File: src/rtl/uart_echo_fifo.sv
// Buffered echo between uart_rx and uart_tx: received bytes are case-transformed into a
// circular FIFO and replayed to the transmitter through a start/busy handshake FSM.
module uart_echo_fifo #(
   parameter int unsigned DW    = 8,
   parameter int unsigned AW    = 4,
   parameter int unsigned CNT_W = 8
) (
   input  logic             clk,
   input  logic             rst,
   input  logic             rx_rcv,
   input  logic [DW-1:0]    rx_data,
   input  logic             tx_ready,
   output logic             tx_start,
   output logic [DW-1:0]    tx_data,
   input  logic [1:0]       mode,
   input  logic             ovf_clr,
   output logic [3:0]       leds,
   output logic             ovf,
   output logic [CNT_W-1:0] drop_cnt,
   output logic [AW:0]      level
);

   localparam int unsigned DEPTH = 2**AW;
   localparam logic [1:0]  MODE_UPPER = 2'b01;
   localparam logic [1:0]  MODE_LOWER = 2'b10;
   localparam logic [1:0]  MODE_MUTE  = 2'b11;

   typedef enum logic [1:0] {IDLE, START, WAIT_BUSY, WAIT_DONE} state_t;

   state_t        state, state_nxt;
   logic [DW-1:0] mem [DEPTH];
   logic [AW:0]   wr_ptr, rd_ptr;
   logic [1:0]    wait_cnt;
   logic          full_c, accept_c, push_c, drop_c, pop_c, start_nxt;

   // Case folding only makes sense for 8-bit ASCII characters
   function automatic logic [DW-1:0] xform(input logic [DW-1:0] d, input logic [1:0] m);
      logic [DW-1:0] r;
      r = d;
      if (DW == 8) begin
         if (m == MODE_UPPER && d >= DW'(8'h61) && d <= DW'(8'h7A))
            r = d - DW'(8'h20);
         else if (m == MODE_LOWER && d >= DW'(8'h41) && d <= DW'(8'h5A))
            r = d + DW'(8'h20);
      end
      return r;
   endfunction

   assign full_c   = (wr_ptr[AW] != rd_ptr[AW]) && (wr_ptr[AW-1:0] == rd_ptr[AW-1:0]);
   assign accept_c = rx_rcv && (mode != MODE_MUTE);
   assign push_c   = accept_c && !full_c;
   assign drop_c   = accept_c && full_c;

   always_ff @(posedge clk) begin
      if (push_c) mem[wr_ptr[AW-1:0]] <= xform(rx_data, mode);
   end

   // Pointers and occupancy; a push on full is refused even if a pop frees a slot
   always_ff @(posedge clk or posedge rst) begin
      if (rst) begin
         wr_ptr <= '0;
         rd_ptr <= '0;
         level  <= '0;
      end else begin
         if (push_c) wr_ptr <= wr_ptr + (AW+1)'(1);
         if (pop_c)  rd_ptr <= rd_ptr + (AW+1)'(1);
         level <= level + (AW+1)'(push_c) - (AW+1)'(pop_c);
      end
   end

   always_ff @(posedge clk or posedge rst) begin
      if (rst) begin
         leds     <= '0;
         ovf      <= 1'b0;
         drop_cnt <= '0;
      end else begin
         if (rx_rcv) leds <= rx_data[3:0];
         if (ovf_clr) begin
            ovf      <= 1'b0;
            drop_cnt <= '0;
         end else if (drop_c) begin
            ovf <= 1'b1;
            if (drop_cnt != {CNT_W{1'b1}}) drop_cnt <= drop_cnt + CNT_W'(1);
         end
      end
   end

   always_ff @(posedge clk or posedge rst) begin
      if (rst) state <= IDLE;
      else     state <= state_nxt;
   end

   always_comb begin
      state_nxt = state;
      case (state)
         IDLE:      if (level != '0 && tx_ready) state_nxt = START;
         START:     state_nxt = WAIT_BUSY;
         WAIT_BUSY: if (!tx_ready)               state_nxt = WAIT_DONE;
                    else if (wait_cnt == 2'd3)   state_nxt = IDLE;
         WAIT_DONE: if (tx_ready)                state_nxt = IDLE;
         default:   state_nxt = IDLE;
      endcase
   end

   always_comb begin
      pop_c     = 1'b0;
      start_nxt = 1'b0;
      if (state == IDLE && level != '0 && tx_ready) pop_c = 1'b1;
      if (state == START) start_nxt = 1'b1;
   end

   // Timeout counter for a transmitter that never goes busy
   always_ff @(posedge clk or posedge rst) begin
      if (rst)                     wait_cnt <= '0;
      else if (state == WAIT_BUSY) wait_cnt <= wait_cnt + 2'd1;
      else                         wait_cnt <= '0;
   end

   always_ff @(posedge clk or posedge rst) begin
      if (rst) begin
         tx_start <= 1'b0;
         tx_data  <= '0;
      end else begin
         tx_start <= start_nxt;
         if (pop_c) tx_data <= mem[rd_ptr[AW-1:0]];
      end
   end

endmodule

File: config.mk
export PLATFORM = sky130hd
export DESIGN_NAME = uart_echo_fifo
export DESIGN_NICKNAME = d
export VERILOG_FILES = /design/src/rtl/uart_echo_fifo.sv
export SDC_FILE = /design/constraint.sdc
export NUM_CORES = 1
export LEC_CHECK = 0
export BUFFER_PORTS_ARGS = -buffer_cell sky130_fd_sc_hd__buf_2
export CORE_UTILIZATION = 45
export CTS_CLUSTER_SIZE = 12
export DETAILED_ROUTE_END_ITERATION = 10
export SETUP_SLACK_MARGIN = 0.05
export SLEW_MARGIN = 10
export SYNTH_ARGS = -nofsm -noshare
export SYNTH_HDL_FRONTEND = slang
export SYNTH_SLANG_ARGS = --single-unit
File: constraint.sdc
create_clock -name clk -period 3.5 [get_ports clk]
set_input_delay 0.175 -clock clk [delete_from_list [all_inputs] [get_ports clk]]
set_output_delay 0.175 -clock clk [all_outputs]
set_load 0.02 [all_outputs]
==> impl_metrics.toml, run 1 <==
[status]
status = "complete, no violations"

[routing]
first_iter_violations = 287
ant_nets = 0
wl_per_cell_um = 20.0
routed_via_density = 5.46
drc = 0
dr.pass1.iters = 4
routed_wl_um = 14000
via_count = 3816

[worst_setup_path]
cp-start-kind = "register"
cp_slowest_cell = "dfrtp_1"
cp.arrival_ns = 2.87
end_kind = "register"
path_class = "reg2reg"
r2r.worst_path.cells = 12
max_stage_delay_ns = 0.48
crit_chain = "xor2_1 > nor3_2 > a21oi_1 > inv_1 > ha_1 > inv_1 > ha_1 > fa_1 > a21oi_1 > nor2_1 > nor2_1 > xnor2_1"
required_ns = 3.84
crit_fanout = 7

[placed_design]
portBuffers = 41
placed_cell_area_mm2 = 0.00750
dp_hpwl_um = 8960
gp_congestion = 0.767
pre_cts_ws_ns = 0.994

[die]
die_w_um = 127
start_util_pct = 46.2
dieArea_mm2 = 0.0162
core_mm2 = 0.0153
die_h_um = 127
io_pins = 42
placementRows = 45

[power_and_ir_drop]
power_density_mw_per_mm2 = 784
power_mw = 6.37
power_leakage_nw = 3.04
peakVddDrop_v = 0.000384

[cells_and_area]
syn2layout_area_growth_pct = 15.2
regArea_mm2 = 0.00487
multi_input_area_mm2 = 0.00204
nNetsFinal = 507
fillerInstances = 1212
final_common_cell = "edfxtp_1"
mostFrequentLayoutCells = "128 x edfxtp_1, 41 x buf_2, 40 x dfrtp_1"
drive_above_1_share_pct = 23.8
fin_area_mm2 = 0.00812
num_antenna_cells = 0

[timing]
setup_viol = 0
relSlewSlack_pct = 23.2
fin_tns_setup_ns = 0
fin_skew_ns = 0.0102
max_freq_mhz = 394
period_minus_slack_ns = 2.54
whs_ns = 0.0648
drv_slew = 0
rsz0062_at_grt = "no"
hold_viol = 0
tightest_slew_ns = 1.14
period_share_pct = 72.4
worst_slack_ns = 0.965

[worst_hold_path]
min_path_type = "in2reg"
min_path_cells = 3

[clock_tree]
clk_path_buf_depth = 2
clock_latency_ns = 0.42
cts_hold_buf = 1
cts-resized-gates = 0
cts-root-buf = "clkbuf_16"
numCtsBuffers = 17
clock-sinks = 169
cts_tree = "done"
path_clk_slew_ns = 0.06
htreeDepth = 4
cts_post_setup_buffers_inserted = 0

[synthesis]
yosysWarnings = 0
synth.distinct_cells = 49
ys_seq_area_share_pct = 69.0
synth_cells = 424
synth-seq-cells = 169
syn_avg_cell_area_um2 = 16.6
synth_area_mm2 = 0.00705
synthesis.nets = 456

[global_routing]
grt_pass1_wl_um = 21700
grt_usage_pct = 18.6
grt_pass1_vias = 3833
antenna_found_initial = 0
grt_overflow_total = 0
grt_max_degree = 42

[run]
cap_viol_max_count = 0
-- registers in the layout, indices dropped and copies added (netlist names) --
register and count:
ovf 1, leds 4, drop_cnt 8, rd_ptr 5, state 2, wait_cnt 2
wr_ptr 5, tx_start 1, tx_data 8, level 5, mem 128
-- worst max-delay path, delay by kind of cell, from the launching register on --
kind	cells	cell delay, ns
flops	1	0.48
compound gates	2	0.37
buf+inv	2	0.11
fa+ha+maj	3	0.89
xor+xnor	2	0.36
simple gates	3	0.25
-- power by group --
part | leakage (nW) | internal, mW | switching, mW
logic | 1.08 | 0.766 | 1.10
registers | 1.66 | 2.45 | 0.178
clock network | 0.302 | 1.14 | 0.740
total | 3.04 | 4.36 | 2.01
-- stage by stage --
stage          utilization [%]  instances
3_3_place_gp              49.1        666
6_report                  53.2        699
3_5_place_dp              49.1        666
5_1_grt                   53.2        699
4_1_cts                   53.2        699
2_1_floorplan                -        424
-- layout make-up --
class / count / share of cell area, %
clock buffer: 26 / 7.05
clock inverter: 6 / 0.524
inverter: 15 / 0.693
multi-input combinational: 222 / 25.1
sequential: 169 / 60.0
tap: 211 / 3.25
timing repair buffer: 50 / 3.39
-- routing by layer --
metal  wire (µm)  global-route usage [%]  share of wire (%)
met4         163                    7.14                1.2
met5           0                       0                  0
met1        6800                    26.9                 49
met2        6550                    27.9                 47
met3         484                    3.89                3.5
-- cells in the mapped netlist (all sizes together) --
master | number | area share, %
a21oi | 8 | 0.57
nor3b | 1 | 0.11
nor4bb | 1 | 0.14
nor4 | 2 | 0.18
a31oi | 16 | 1.4
and4 | 1 | 0.12
nor4b | 2 | 0.25
mux2 | 9 | 1.4
a31o | 1 | 0.12
mux4 | 24 | 7.7
nand4 | 10 | 0.89
or4 | 1 | 0.11
o31ai | 1 | 0.11
buf | 12 | 0.99
fa | 1 | 0.28
and2 | 1 | 0.089
nand2 | 4 | 0.21
and3 | 17 | 1.5
edfxtp | 128 | 54
nand3 | 2 | 0.14
nand3b | 3 | 0.32
nor2 | 22 | 1.2
nor2b | 7 | 0.62
inv | 14 | 0.75
a21bo | 2 | 0.37
clkbuf | 6 | 0.32
xnor2 | 11 | 1.4
a21o | 3 | 0.32
or2 | 1 | 0.089
xor2 | 8 | 0.99
clkinv | 1 | 0.053
nor3 | 6 | 0.66
and3b | 1 | 0.12
ha | 16 | 2.8
dfrtp | 41 | 15
a22oi | 8 | 0.85
o211a | 1 | 0.14
mux2i | 18 | 2.6
o22ai | 9 | 0.80
o21ai | 4 | 0.28
-- path summary, 6_finish.rpt --
check | start | endpoint | slack (ns)
worst min-delay path | tx_ready | state[1]$_DFFE_PP0P_ | 0.06
min in group asynchronous | rst | drop_cnt[7]$_DFFE_PP0P_ | 0.50
worst max register to register | rd_ptr[3]$_DFFE_PP0P_ | level[4]$_DFF_PP0_ | 0.96
max in group asynchronous | rst | rd_ptr[0]$_DFFE_PP0P_ | 2.38
worst min register to register | wait_cnt[0]$_DFF_PP0_ | wait_cnt[0]$_DFF_PP0_ | 0.44
worst max-delay path | rd_ptr[3]$_DFFE_PP0P_ | level[4]$_DFF_PP0_ | 0.96
-- logic make-up after synthesis --
family | count (synthesis) | share of synthesized area, %
flops | 169 | 69.0
mux | 51 | 11.7
buf+inv | 33 | 2.11
simple gates | 82 | 6.72
fa+ha+maj | 17 | 3.12
xor+xnor | 19 | 2.36
compound gates | 53 | 4.99
Note: power is estimated with default switching activity, not from simulation.
==> inputs of run 2 (changes only) <==
==> constraint.sdc (replaced) <==
create_clock -name clk -period 2.5 [get_ports clk]
set_input_delay 0.125 -clock clk [delete_from_list [all_inputs] [get_ports clk]]
set_output_delay 0.125 -clock clk [all_outputs]
set_load 0.02 [all_outputs]
==> run 2 against run 1 <==
Compared with the run above: clock power increased by 35%; sequential cell count unchanged; non-clock buffer count increased by 13; sequential share of layout area decreased by 0.99 points; highest routed layer unchanged.
==> impl_metrics.toml, run 2 (synthesis results as in run 1) <==
[power_and_ir_drop]
power_density_mw_per_mm2 = 1090
peakVddDrop_v = 0.000569
power_leakage_nw = 3.07

[placed_design]
placed_cell_area_mm2 = 0.00763
dp_hpwl_um = 9240
portBuffers = 41
gp_congestion = 0.800

[worst_setup_path]
required_ns = 2.84
cp_slowest_cell = "dfrtp_2"
path_class = "reg2reg"
max_stage_delay_ns = 0.42
cp-start-kind = "register"
end_kind = "register"
cp.arrival_ns = 2.65
crit_fanout = 3
crit_chain = "inv_2 > ha_2 > nor4b_4 > nor4_4 > ha_4 > inv_2 > ha_4 > fa_2 > a21oi_2 > nor2_1 > nor2_1 > xnor2_1"

[timing]
relSlewSlack_pct = 18.7
period_minus_slack_ns = 2.31
rsz0062_at_grt = "no"
period_share_pct = 92.3
setup_viol = 0
fin_skew_ns = 0.00655
whs_ns = 0.0207
hold_viol = 0
max_freq_mhz = 433
drv_slew = 0
tightest_slew_ns = 1.21

[routing]
routed_via_density = 5.43
drc = 0
first_iter_violations = 261
wl_per_cell_um = 19.7
via_count = 3869
dr.pass1.iters = 4
ant_nets = 0
routed_wl_um = 14000

[clock_tree]
path_clk_slew_ns = 0.06
clock-sinks = 169
htreeDepth = 4
clk_path_buf_depth = 2
clock_latency_ns = 0.42
numCtsBuffers = 17
cts_tree = "done"
cts-root-buf = "clkbuf_16"

[global_routing]
grt_overflow_total = 0
grt_pass1_vias = 4050
grt_max_degree = 37
antenna_found_initial = 0
grt_usage_pct = 19.3
grt_pass1_wl_um = 22600

[cells_and_area]
fin_area_mm2 = 0.00827
nNetsFinal = 520
drive_above_1_share_pct = 27.3
num_antenna_cells = 0
final_common_cell = "edfxtp_1"
largest_reg_flops = 128
syn2layout_area_growth_pct = 17.2
mostFrequentLayoutCells = "128 x edfxtp_1, 41 x buf_2, 35 x dfrtp_1"

[die]
die_h_um = 127
start_util_pct = 46.2
io_pins = 42
dieArea_mm2 = 0.0162
die_w_um = 127
placementRows = 45
core_mm2 = 0.0153

[worst_hold_path]
min_path_type = "in2reg"

[status]
status = "complete, no violations"

[run]
cap_viol_max_count = 0
[run 2: cell count changes in the layout (fill, tap and decap cells not counted), sizes merged]
cell / before / now
buf: 49 / 61
inv: 18 / 13
clkbuf: 26 / 20
bufinv: 0 / 3
clkinv: 1 / 10
clkinvlp: 2 / 1
dlygate4sd3: 1 / 2
[run 2: final timing paths]
check                                      startpoint                       to  slack (ns)  cells past startpoint
min in group asynchronous                         rst      leds[2]$_DFFE_PP0P_        0.32                      3
worst min register to register  wait_cnt[0]$_DFF_PP0_    wait_cnt[0]$_DFF_PP0_        0.44                      1
max in group asynchronous                         rst    wr_ptr[1]$_DFFE_PP0P_        1.45                      4
worst max register to register     level[3]$_DFF_PP0_       level[4]$_DFF_PP0_        0.19                     12
worst max-delay path               level[3]$_DFF_PP0_       level[4]$_DFF_PP0_        0.19                     12
worst min-delay path                          ovf_clr  drop_cnt[6]$_DFFE_PP0P_        0.02                      2
[run 2: metal layers]
layer  up-vias  wire [µm]  track usage [%]
li1       1789          -                -
met1      1978       6290             26.2
met2        86       6790             30.8
met3        16        743             4.10
met4         0        197             7.21
met5         -          0                0
[run 2: per-stage QoR]
| stage | instances | TNS [ns] | setup slack, ns | total power, mW | util [%] |
|---|---|---|---|---|---|
| floorplan | 424 | -0.000424 | -0.000424 | 5.71 | - |
| global placement | 675 | 0 | 0.175 | 6.45 | 50.0 |
| detailed placement | 675 | 0 | 0.0711 | 6.51 | 50.0 |
| CTS | 709 | 0 | 0.0627 | 9.06 | 53.9 |
| global route | 712 | 0 | 0.0789 | 9.54 | 54.2 |
| finish | 712 | 0 | 0.191 | 9.04 | 54.2 |
[run 2: repair_timing]
action / 4_1_cts / 5_1_grt
hold buffers: 2 / 0
resized for setup: 1 / 5
setup endpoints to repair: 1 / 1
hold endpoints to repair: 24 / 0
buffers inserted: 0 / 3
pin swaps: 0 / 2
[run 2: cell type report]
type                            instances  area [µm²]
Tap cell                              211         264
Timing Repair Buffer                   63         375
Multi-Input combinational cell        222        2130
Clock buffer                           20         437
Inverter                               15        56.3
Sequential cell                       169        4880
Clock inverter                         12         131
Fill cell                            1227        6990
[run 2: critical path, delay by kind of cell, from the launching register on]
kind,cells,cell delay (ns)
fa+ha+maj,4,0.95
simple gates,4,0.50
flops,1,0.42
compound gates,1,0.13
xor+xnor,1,0.13
buf+inv,2,0.10
[run 2: power by group]
part	switching [mW]	internal (mW)
sequential	0.260	3.45
clock	0.993	1.55
combinational	1.56	1.23
